`src/rtl/ofifo_drain_pkg.sv`:
```
// rtl/ofifo_drain_pkg.sv - shared types, default sizes and saturation limits for the ofifo drain controller
// Purpose: state encoding for the drain FSM, default geometry (columns, lane
// width, SRAM address width, ofifo read latency) and the signed saturation
// limits used by the accumulate datapath.
// Ports: none (package).
package ofifo_drain_pkg;

  localparam int COL     = 8;
  localparam int PSUM_BW = 16;
  localparam int ADDR_BW = 11;
  localparam int RD_LAT  = 2;

  typedef enum logic [2:0] {
    IDLE,
    WAIT_VALID,
    POP,
    WAIT_DATA,
    MEM_RD,
    ADD,
    WRITE,
    FINISH
  } state_t;

  // Largest positive value of a bw-bit two's complement lane: 2^(bw-1) - 1.
  function automatic logic signed [31:0] sat_max(input int bw);
    return (32'sd1 <<< (bw - 1)) - 32'sd1;
  endfunction

  // Most negative value of a bw-bit two's complement lane: -2^(bw-1).
  function automatic logic signed [31:0] sat_min(input int bw);
    return -(32'sd1 <<< (bw - 1));
  endfunction

endpackage

```
`src/rtl/psum_sat_add.sv`:
```
// rtl/psum_sat_add.sv - per-lane signed saturating adder for a row of partial sums
// Purpose: sum = sat(a + b) independently in each of COL lanes, signed
// two's complement, clamped to the lane range instead of wrapping.
// Ports:
//   a    in  COL*PSUM_BW  first operand row, lane i at [(i+1)*PSUM_BW-1 : i*PSUM_BW]
//   b    in  COL*PSUM_BW  second operand row, same lane layout
//   sum  out COL*PSUM_BW  saturated per-lane sum, same lane layout
module psum_sat_add
  import ofifo_drain_pkg::*;
#(
  parameter int COL     = 8,
  parameter int PSUM_BW = 16
) (
  input  logic [COL*PSUM_BW-1:0] a,
  input  logic [COL*PSUM_BW-1:0] b,
  output logic [COL*PSUM_BW-1:0] sum
);

  localparam logic [PSUM_BW-1:0] MAX_V = PSUM_BW'(sat_max(PSUM_BW));
  localparam logic [PSUM_BW-1:0] MIN_V = PSUM_BW'(sat_min(PSUM_BW));

  for (genvar i = 0; i < COL; i++) begin : g_lane
    logic [PSUM_BW:0] ext;

    // One guard bit: sign-extend both operands so the true sum always fits.
    assign ext = {a[(i+1)*PSUM_BW-1], a[i*PSUM_BW +: PSUM_BW]}
               + {b[(i+1)*PSUM_BW-1], b[i*PSUM_BW +: PSUM_BW]};

    // Guard bit disagreeing with the lane sign bit means overflow; the guard
    // bit is the true sign, so it picks which rail to clamp to.
    assign sum[i*PSUM_BW +: PSUM_BW] =
      (ext[PSUM_BW] != ext[PSUM_BW-1]) ? (ext[PSUM_BW] ? MIN_V : MAX_V)
                                       : ext[PSUM_BW-1:0];
  end

endmodule

```
`src/rtl/ofifo_drain.sv`:
```
// rtl/ofifo_drain.sv - drains complete ofifo rows into psum SRAM, optionally accumulating
// Purpose: per job, pops num_rows rows from the ofifo whenever every column
// holds data, optionally adds each row to the value already in psum SRAM
// (saturating), and writes the result at base_addr, base_addr+1, ...
// Ports:
//   clk, reset        clock; synchronous active-low reset
//   start             one-cycle job request, ignored while busy
//   num_rows          rows in the job (latched on start)
//   base_addr         first SRAM address (latched on start, wraps silently)
//   acc_en            1 = read-add-write, 0 = plain write (latched on start)
//   ofifo_valid       all ofifo columns non-empty
//   ofifo_rd          one-cycle pop request
//   ofifo_out         popped row, valid RD_LAT cycles after ofifo_rd
//   sram_cen/sram_wen active-low chip/write enables
//   sram_addr/sram_d  SRAM address and write data
//   sram_q            SRAM read data, valid the cycle after a read
//   busy              job in progress
//   done              one-cycle pulse when the job's last write completes
module ofifo_drain
  import ofifo_drain_pkg::*;
#(
  parameter int COL     = ofifo_drain_pkg::COL,
  parameter int PSUM_BW = ofifo_drain_pkg::PSUM_BW,
  parameter int ADDR_BW = ofifo_drain_pkg::ADDR_BW,
  parameter int RD_LAT  = ofifo_drain_pkg::RD_LAT
) (
  input  logic                   clk,
  input  logic                   reset,
  input  logic                   start,
  input  logic [ADDR_BW-1:0]     num_rows,
  input  logic [ADDR_BW-1:0]     base_addr,
  input  logic                   acc_en,
  input  logic                   ofifo_valid,
  output logic                   ofifo_rd,
  input  logic [COL*PSUM_BW-1:0] ofifo_out,
  output logic                   sram_cen,
  output logic                   sram_wen,
  output logic [ADDR_BW-1:0]     sram_addr,
  output logic [COL*PSUM_BW-1:0] sram_d,
  input  logic [COL*PSUM_BW-1:0] sram_q,
  output logic                   busy,
  output logic                   done
);

  localparam int LAT_W = (RD_LAT > 1) ? $clog2(RD_LAT) : 1;

  state_t                 state, state_nxt;
  logic [ADDR_BW-1:0]     num_q, base_q, row_cnt;
  logic                   acc_q;
  logic [LAT_W-1:0]       lat_cnt;
  logic [COL*PSUM_BW-1:0] row_q, row_nxt, sum;
  logic [ADDR_BW-1:0]     addr_cur;
  logic                   lat_last, row_last;

  psum_sat_add #(.COL(COL), .PSUM_BW(PSUM_BW)) u_add (
    .a   (row_q),
    .b   (sram_q),
    .sum (sum)
  );

  assign addr_cur = base_q + row_cnt;
  assign lat_last = (lat_cnt == LAT_W'(RD_LAT - 1));
  // Extra bit so a full-range num_rows never aliases through counter wrap.
  assign row_last = ({1'b0, row_cnt} + {{ADDR_BW{1'b0}}, 1'b1}) == {1'b0, num_q};

  // ofifo_valid is only looked at in WAIT_VALID: it is stale between POP
  // and the end of the read latency.
  always_comb begin
    state_nxt = state;
    row_nxt   = row_q;
    case (state)
      IDLE:       if (start) state_nxt = (num_rows == '0) ? FINISH : WAIT_VALID;
      WAIT_VALID: if (ofifo_valid) state_nxt = POP;
      POP:        state_nxt = WAIT_DATA;
      WAIT_DATA: begin
        if (lat_last) begin
          row_nxt   = ofifo_out;
          state_nxt = acc_q ? MEM_RD : WRITE;
        end
      end
      MEM_RD:     state_nxt = ADD;
      ADD: begin
        row_nxt   = sum;
        state_nxt = WRITE;
      end
      WRITE:      state_nxt = row_last ? FINISH : WAIT_VALID;
      FINISH:     state_nxt = IDLE;
      default:    state_nxt = IDLE;
    endcase
  end

  // Outputs are registered from the next state so each strobe lines up
  // exactly with the cycle the FSM spends in the matching state.
  always_ff @(posedge clk) begin
    if (!reset) begin
      state     <= IDLE;
      num_q     <= '0;
      base_q    <= '0;
      acc_q     <= 1'b0;
      row_cnt   <= '0;
      lat_cnt   <= '0;
      row_q     <= '0;
      ofifo_rd  <= 1'b0;
      sram_cen  <= 1'b1;
      sram_wen  <= 1'b1;
      sram_addr <= '0;
      sram_d    <= '0;
      busy      <= 1'b0;
      done      <= 1'b0;
    end else begin
      state    <= state_nxt;
      row_q    <= row_nxt;
      ofifo_rd <= (state_nxt == POP);
      sram_cen <= !((state_nxt == MEM_RD) || (state_nxt == WRITE));
      sram_wen <= (state_nxt != WRITE);
      busy     <= (state_nxt != IDLE);
      done     <= (state_nxt == FINISH);

      if ((state_nxt == MEM_RD) || (state_nxt == WRITE)) sram_addr <= addr_cur;
      if (state_nxt == WRITE) sram_d <= row_nxt;

      if ((state == IDLE) && start) begin
        num_q   <= num_rows;
        base_q  <= base_addr;
        acc_q   <= acc_en;
        row_cnt <= '0;
      end

      if (state == POP) lat_cnt <= '0;
      else if (state == WAIT_DATA) lat_cnt <= lat_cnt + LAT_W'(1);

      if (state == WRITE) row_cnt <= row_cnt + ADDR_BW'(1);
    end
  end

endmodule
```
`config.mk`:
```
export PLATFORM = sky130hd
export DESIGN_NAME = ofifo_drain
export DESIGN_NICKNAME = d
export VERILOG_FILES = /design/src/rtl/ofifo_drain_pkg.sv /design/src/rtl/psum_sat_add.sv /design/src/rtl/ofifo_drain.sv
export SDC_FILE = /design/constraint.sdc
export NUM_CORES = 1
export LEC_CHECK = 0
export BUFFER_PORTS_ARGS = -buffer_cell sky130_fd_sc_hd__clkbuf_2
export CAP_MARGIN = 10
export CORE_ASPECT_RATIO = 2
export CORE_MARGIN = 2
export CORE_UTILIZATION = 50
export DETAILED_ROUTE_END_ITERATION = 6
export GPL_TIMING_DRIVEN = 1
export PLACE_DENSITY = 0.79
export REMOVE_ABC_BUFFERS = 1
export SETUP_SLACK_MARGIN = 0.15
export SLEW_MARGIN = 0
export SYNTH_ARGS = -nofsm -noshare
export SYNTH_HDL_FRONTEND = slang
export SYNTH_SLANG_ARGS = --single-unit
```
`constraint.sdc`:
```
create_clock -name clk -period 6.85 [get_ports clk]
set_input_delay 0.3425 -clock clk [delete_from_list [all_inputs] [get_ports clk]]
set_output_delay 0.3425 -clock clk [all_outputs]
set_load 0.01 [all_outputs]
```
==> results.py <==
metrics = {
    "run_status": {
        "status": "completed",
    },
    "route": {
        "viasPerCell": 6.332,
        "drc": 0,
        "wire_per_inst_um": 20.29,
        "drt-total-wl_mm": 65.45,
        "drtPass1Iterations": 5,
        "vias": 20428,
        "ant_nets": 0,
        "drtIter0Drc": 1124,
    },
    "global_route": {
        "grtUsageTotal_pct": 30.91,
        "antenna_found_initial": 18,
        "grt_pass1_vias": 20284,
        "grt_pass1_wl_mm": 100.4,
        "grt_max_degree": 117,
        "overflow": 0,
    },
    "yosys": {
        "syn_inst": 2371,
        "syn_avg_cell_area_um2": 8.116,
        "yosysWarningCount": 0,
        "synth_seq_cells": 310,
        "ys_async_sr_fraction_pct": 0,
        "seq_area_frac_synth_pct": 32.25,
        "synth_edf_count": 0,
        "yosysUniqueCellTypes": 76,
        "syn-cell-area_um2": 19240,
        "synth_flop_cell": "dfxtp_1",
    },
    "clock_tree": {
        "clkTransAtPathRegs_ps": 70,
        "root_buffer": "clkbuf_16",
        "cts_tree": "yes",
        "cts_resized": 0,
        "cts_inserted_buffers": 29,
        "worst_skew_pair.late_latency_ps": 580,
        "clkSinkCount": 310,
        "htree_levels": 1,
        "clk_path_buf_depth": 3,
    },
    "worst_setup_path": {
        "r2r_slack_ps": 1800,
        "path_max_fanout": 10,
        "setup.worst_path.class": "register to register",
        "cp.required_ps": 7290,
        "rr_worst_depth": 16,
        "arrival_ps": 5490,
        "crit_buf_inv": 2,
        "r2r-start": "row_q[2]$_SDFF_PN0_",
        "path_delay_family": "compound AO/OA/AOI/OAI gates",
        "slowest_stage": "ha_1",
        "start_kind": "register",
        "cp_cell_sequence": "ha_1 -> o21ai_0 -> o21ai_0 -> a311oi_1 -> o21bai_1 -> a211oi_1 -> o21bai_1 -> a21o_1 -> xor2_1 -> ha_1 -> clkinv_1 -> a211oi_1 -> a21oi_1 -> buf_4 -> a222oi_1 -> a21oi_1",
        "r2r-end": "sram_d[6]$_SDFFE_PN0N_",
        "crit_path_max_incr_delay_ps": 570,
        "critPathCaptureType": "register",
    },
    "hold_path": {
        "hp-class": "input pin to register",
        "worstHoldPathCells": 3,
        "hp-start": "ofifo_out[95]",
        "whs_endpoint": "row_q[95]$_SDFF_PN0_",
    },
    "timing": {
        "maxSlewViolCount": 0,
        "fin_crit_ps": 5054,
        "rsz0062_at_grt": "false",
        "finalSetupViolCount": 0,
        "fin_crit_sh_pct": 73.78,
        "setup_tns_ps": 0,
        "hold_viol": 0,
        "clock-skew-final_ps": 13.18,
        "tightestPinTransition_ps": 1245,
        "slew_headroom_pct": 16.12,
        "whs_ps": 53.61,
        "fmax_mhz": 197.9,
    },
    "place": {
        "port-buffer-count": 426,
        "gp_congestion": 0.9785,
        "dpl.hpwl_mm": 47.81,
    },
    "pwr": {
        "peakVddDrop_mv": 0.2263,
        "p_total_mw": 6.484,
        "leakagePower_nw": 9.952,
        "power.density_nw_per_um2": 284.6,
    },
    "final_layout": {
        "area_delta_synth_final_pct": 18.37,
        "drive_gt1_share_pct": 19.39,
        "finalNetCount": 3159,
    },
    "run": {
        "maxCapViolCount": 0,
    },
    "floorplanning": {
        "die_w_um": 142.7,
        "die_y_um": 281.4,
        "pin_count": 427,
        "rows": 101,
        "core_area_um2": 37910,
        "fp.dieArea_um2": 40170,
        "initial_core_util_pct": 50.76,
    },
}
==> layout make-up <==
type / instances / area [um^2]
Tap cell: 463 / 579.3
Inverter: 46 / 177.7
Multi-Input combinational cell: 1874 / 12320
Antenna cell: 14 / 35.03
Clock buffer: 36 / 782.0
Fill cell: 3352 / 15130
Sequential cell: 310 / 6206
Clock inverter: 18 / 175.2
Timing Repair Buffer: 465 / 2507
==> metrics by stage <==
step | area, um^2 | util (%) | worst slack (ps) | std cells
detailed placement | 21560 | 56.87 | 1687 | 3135
finish | 22780 | 60.09 | 1796 | 3226
global route | 22780 | 60.08 | 1571 | 3225
CTS | 22740 | 59.97 | 1767 | 3211
floorplan | 18670 | - | 1752 | 2230
global placement | 21560 | 56.87 | 1882 | 3135
==> worst min-delay path, stage by stage <==
cell	delay, ps
clkbuf_2	70
a221oi_1	100
nor2_1	80
==> how the worst max path moves through the flow <==
stage,startpoint,endpoint,slack [ps],cells past startpoint
final,row_q[2]$_SDFF_PN0_,sram_d[6]$_SDFFE_PN0N_,1800,16
after global routing,row_q[1]$_SDFF_PN0_,sram_d[3]$_SDFFE_PN0N_,1570,16
after CTS,row_q[2]$_SDFF_PN0_,sram_d[1]$_SDFFE_PN0N_,1770,15
after detailed placement,sram_q[2],sram_d[10]$_SDFFE_PN0N_,1690,16
after global placement,sram_q[1],sram_d[1]$_SDFFE_PN0N_,1880,16
after floorplan,row_cnt[2]$_SDFFE_PN0P_,sram_d[112]$_SDFFE_PN0N_,1750,8
==> cells in the mapped netlist (45+ instances only) <==
master    count  area share [%]
a31oi_1      93             3.0
dfxtp_1     310              32
nor2_1      175             3.4
o21ai_0     241             6.3
a21o_1       45             1.8
nor3_1       82             2.1
xnor2_1      63             2.9
clkbuf_1    104             2.0
inv_1        45            0.88
a21oi_1     236             6.1
nand2_1     154             3.0
a22oi_1      71             2.8
ha_1        141             9.2
==> metal layers <==
metal,vias to the layer above,part of all wire [%],GRT usage (%)
met1,9617,34,30.28
met3,276,7.1,6.029
met2,889,51,56.67
met4,10,7.6,22.80
met5,-,0.096,0
li1,9636,-,-
==> flip-flops by register name, indices dropped and copies added, names as in the netlist <==
| signal | flops |
|---|---|
| sram_wen | 1 |
| lat_cnt | 1 |
| state | 3 |
| done | 1 |
| row_cnt | 11 |
| busy | 1 |
| acc_q | 1 |
| row_q | 128 |
| base_q | 11 |
| sram_addr | 11 |
| sram_cen | 1 |
| num_q | 11 |
| ofifo_rd | 1 |
| sram_d | 128 |
==> what timing repair did <==
item / in CTS / in global routing
hold buffers: 22 / 0
endpoints found under the hold margin: 22 / 0
setup buffers: 0 / 0
==> cell usage in the layout (no fill, tap or decap), types with 29 or more instances in the layout <==
master,Yosys,routed
a22o_1,36,36
xnor2_1,63,63
ha_1,141,141
a22oi_1,71,71
inv_1,45,44
nor3_1,82,81
xor2_1,39,39
a31oi_1,93,93
nand2b_1,31,31
clkbuf_16,0,29
nor2_1,175,174
a21oi_1,236,236
nand2_1,154,153
nand3_1,33,33
clkbuf_2,1,425
o21ai_0,241,241
o21a_1,34,34
dfxtp_1,310,310
a211oi_1,40,39
a21o_1,45,44
==> cells by family (layout without fill, tap and decap cells) <==
logic type / Yosys count / in the layout / share of synthesized area [%]
AND/OR/NAND/NOR: 625 / 625 / 15.52
buffers and inverters: 187 / 565 / 3.895
AO/OA/AOI/OAI: 985 / 985 / 32.96
XOR/XNOR: 102 / 102 / 4.642
adder cells (fa/ha/maj): 154 / 154 / 10.31
other: 0 / 14 / 0
flip-flops: 310 / 310 / 32.25
multiplexers: 8 / 8 / 0.4226
==> power breakdown <==
group	internal (mW)	total, mW	switching (mW)	leakage [nW]
registers	2.15	2.39	0.238	2.52
logic	0.937	2.42	1.48	6.98
clock network	0.897	1.67	0.775	0.458
Note: power is estimated with default switching activity, not from simulation.
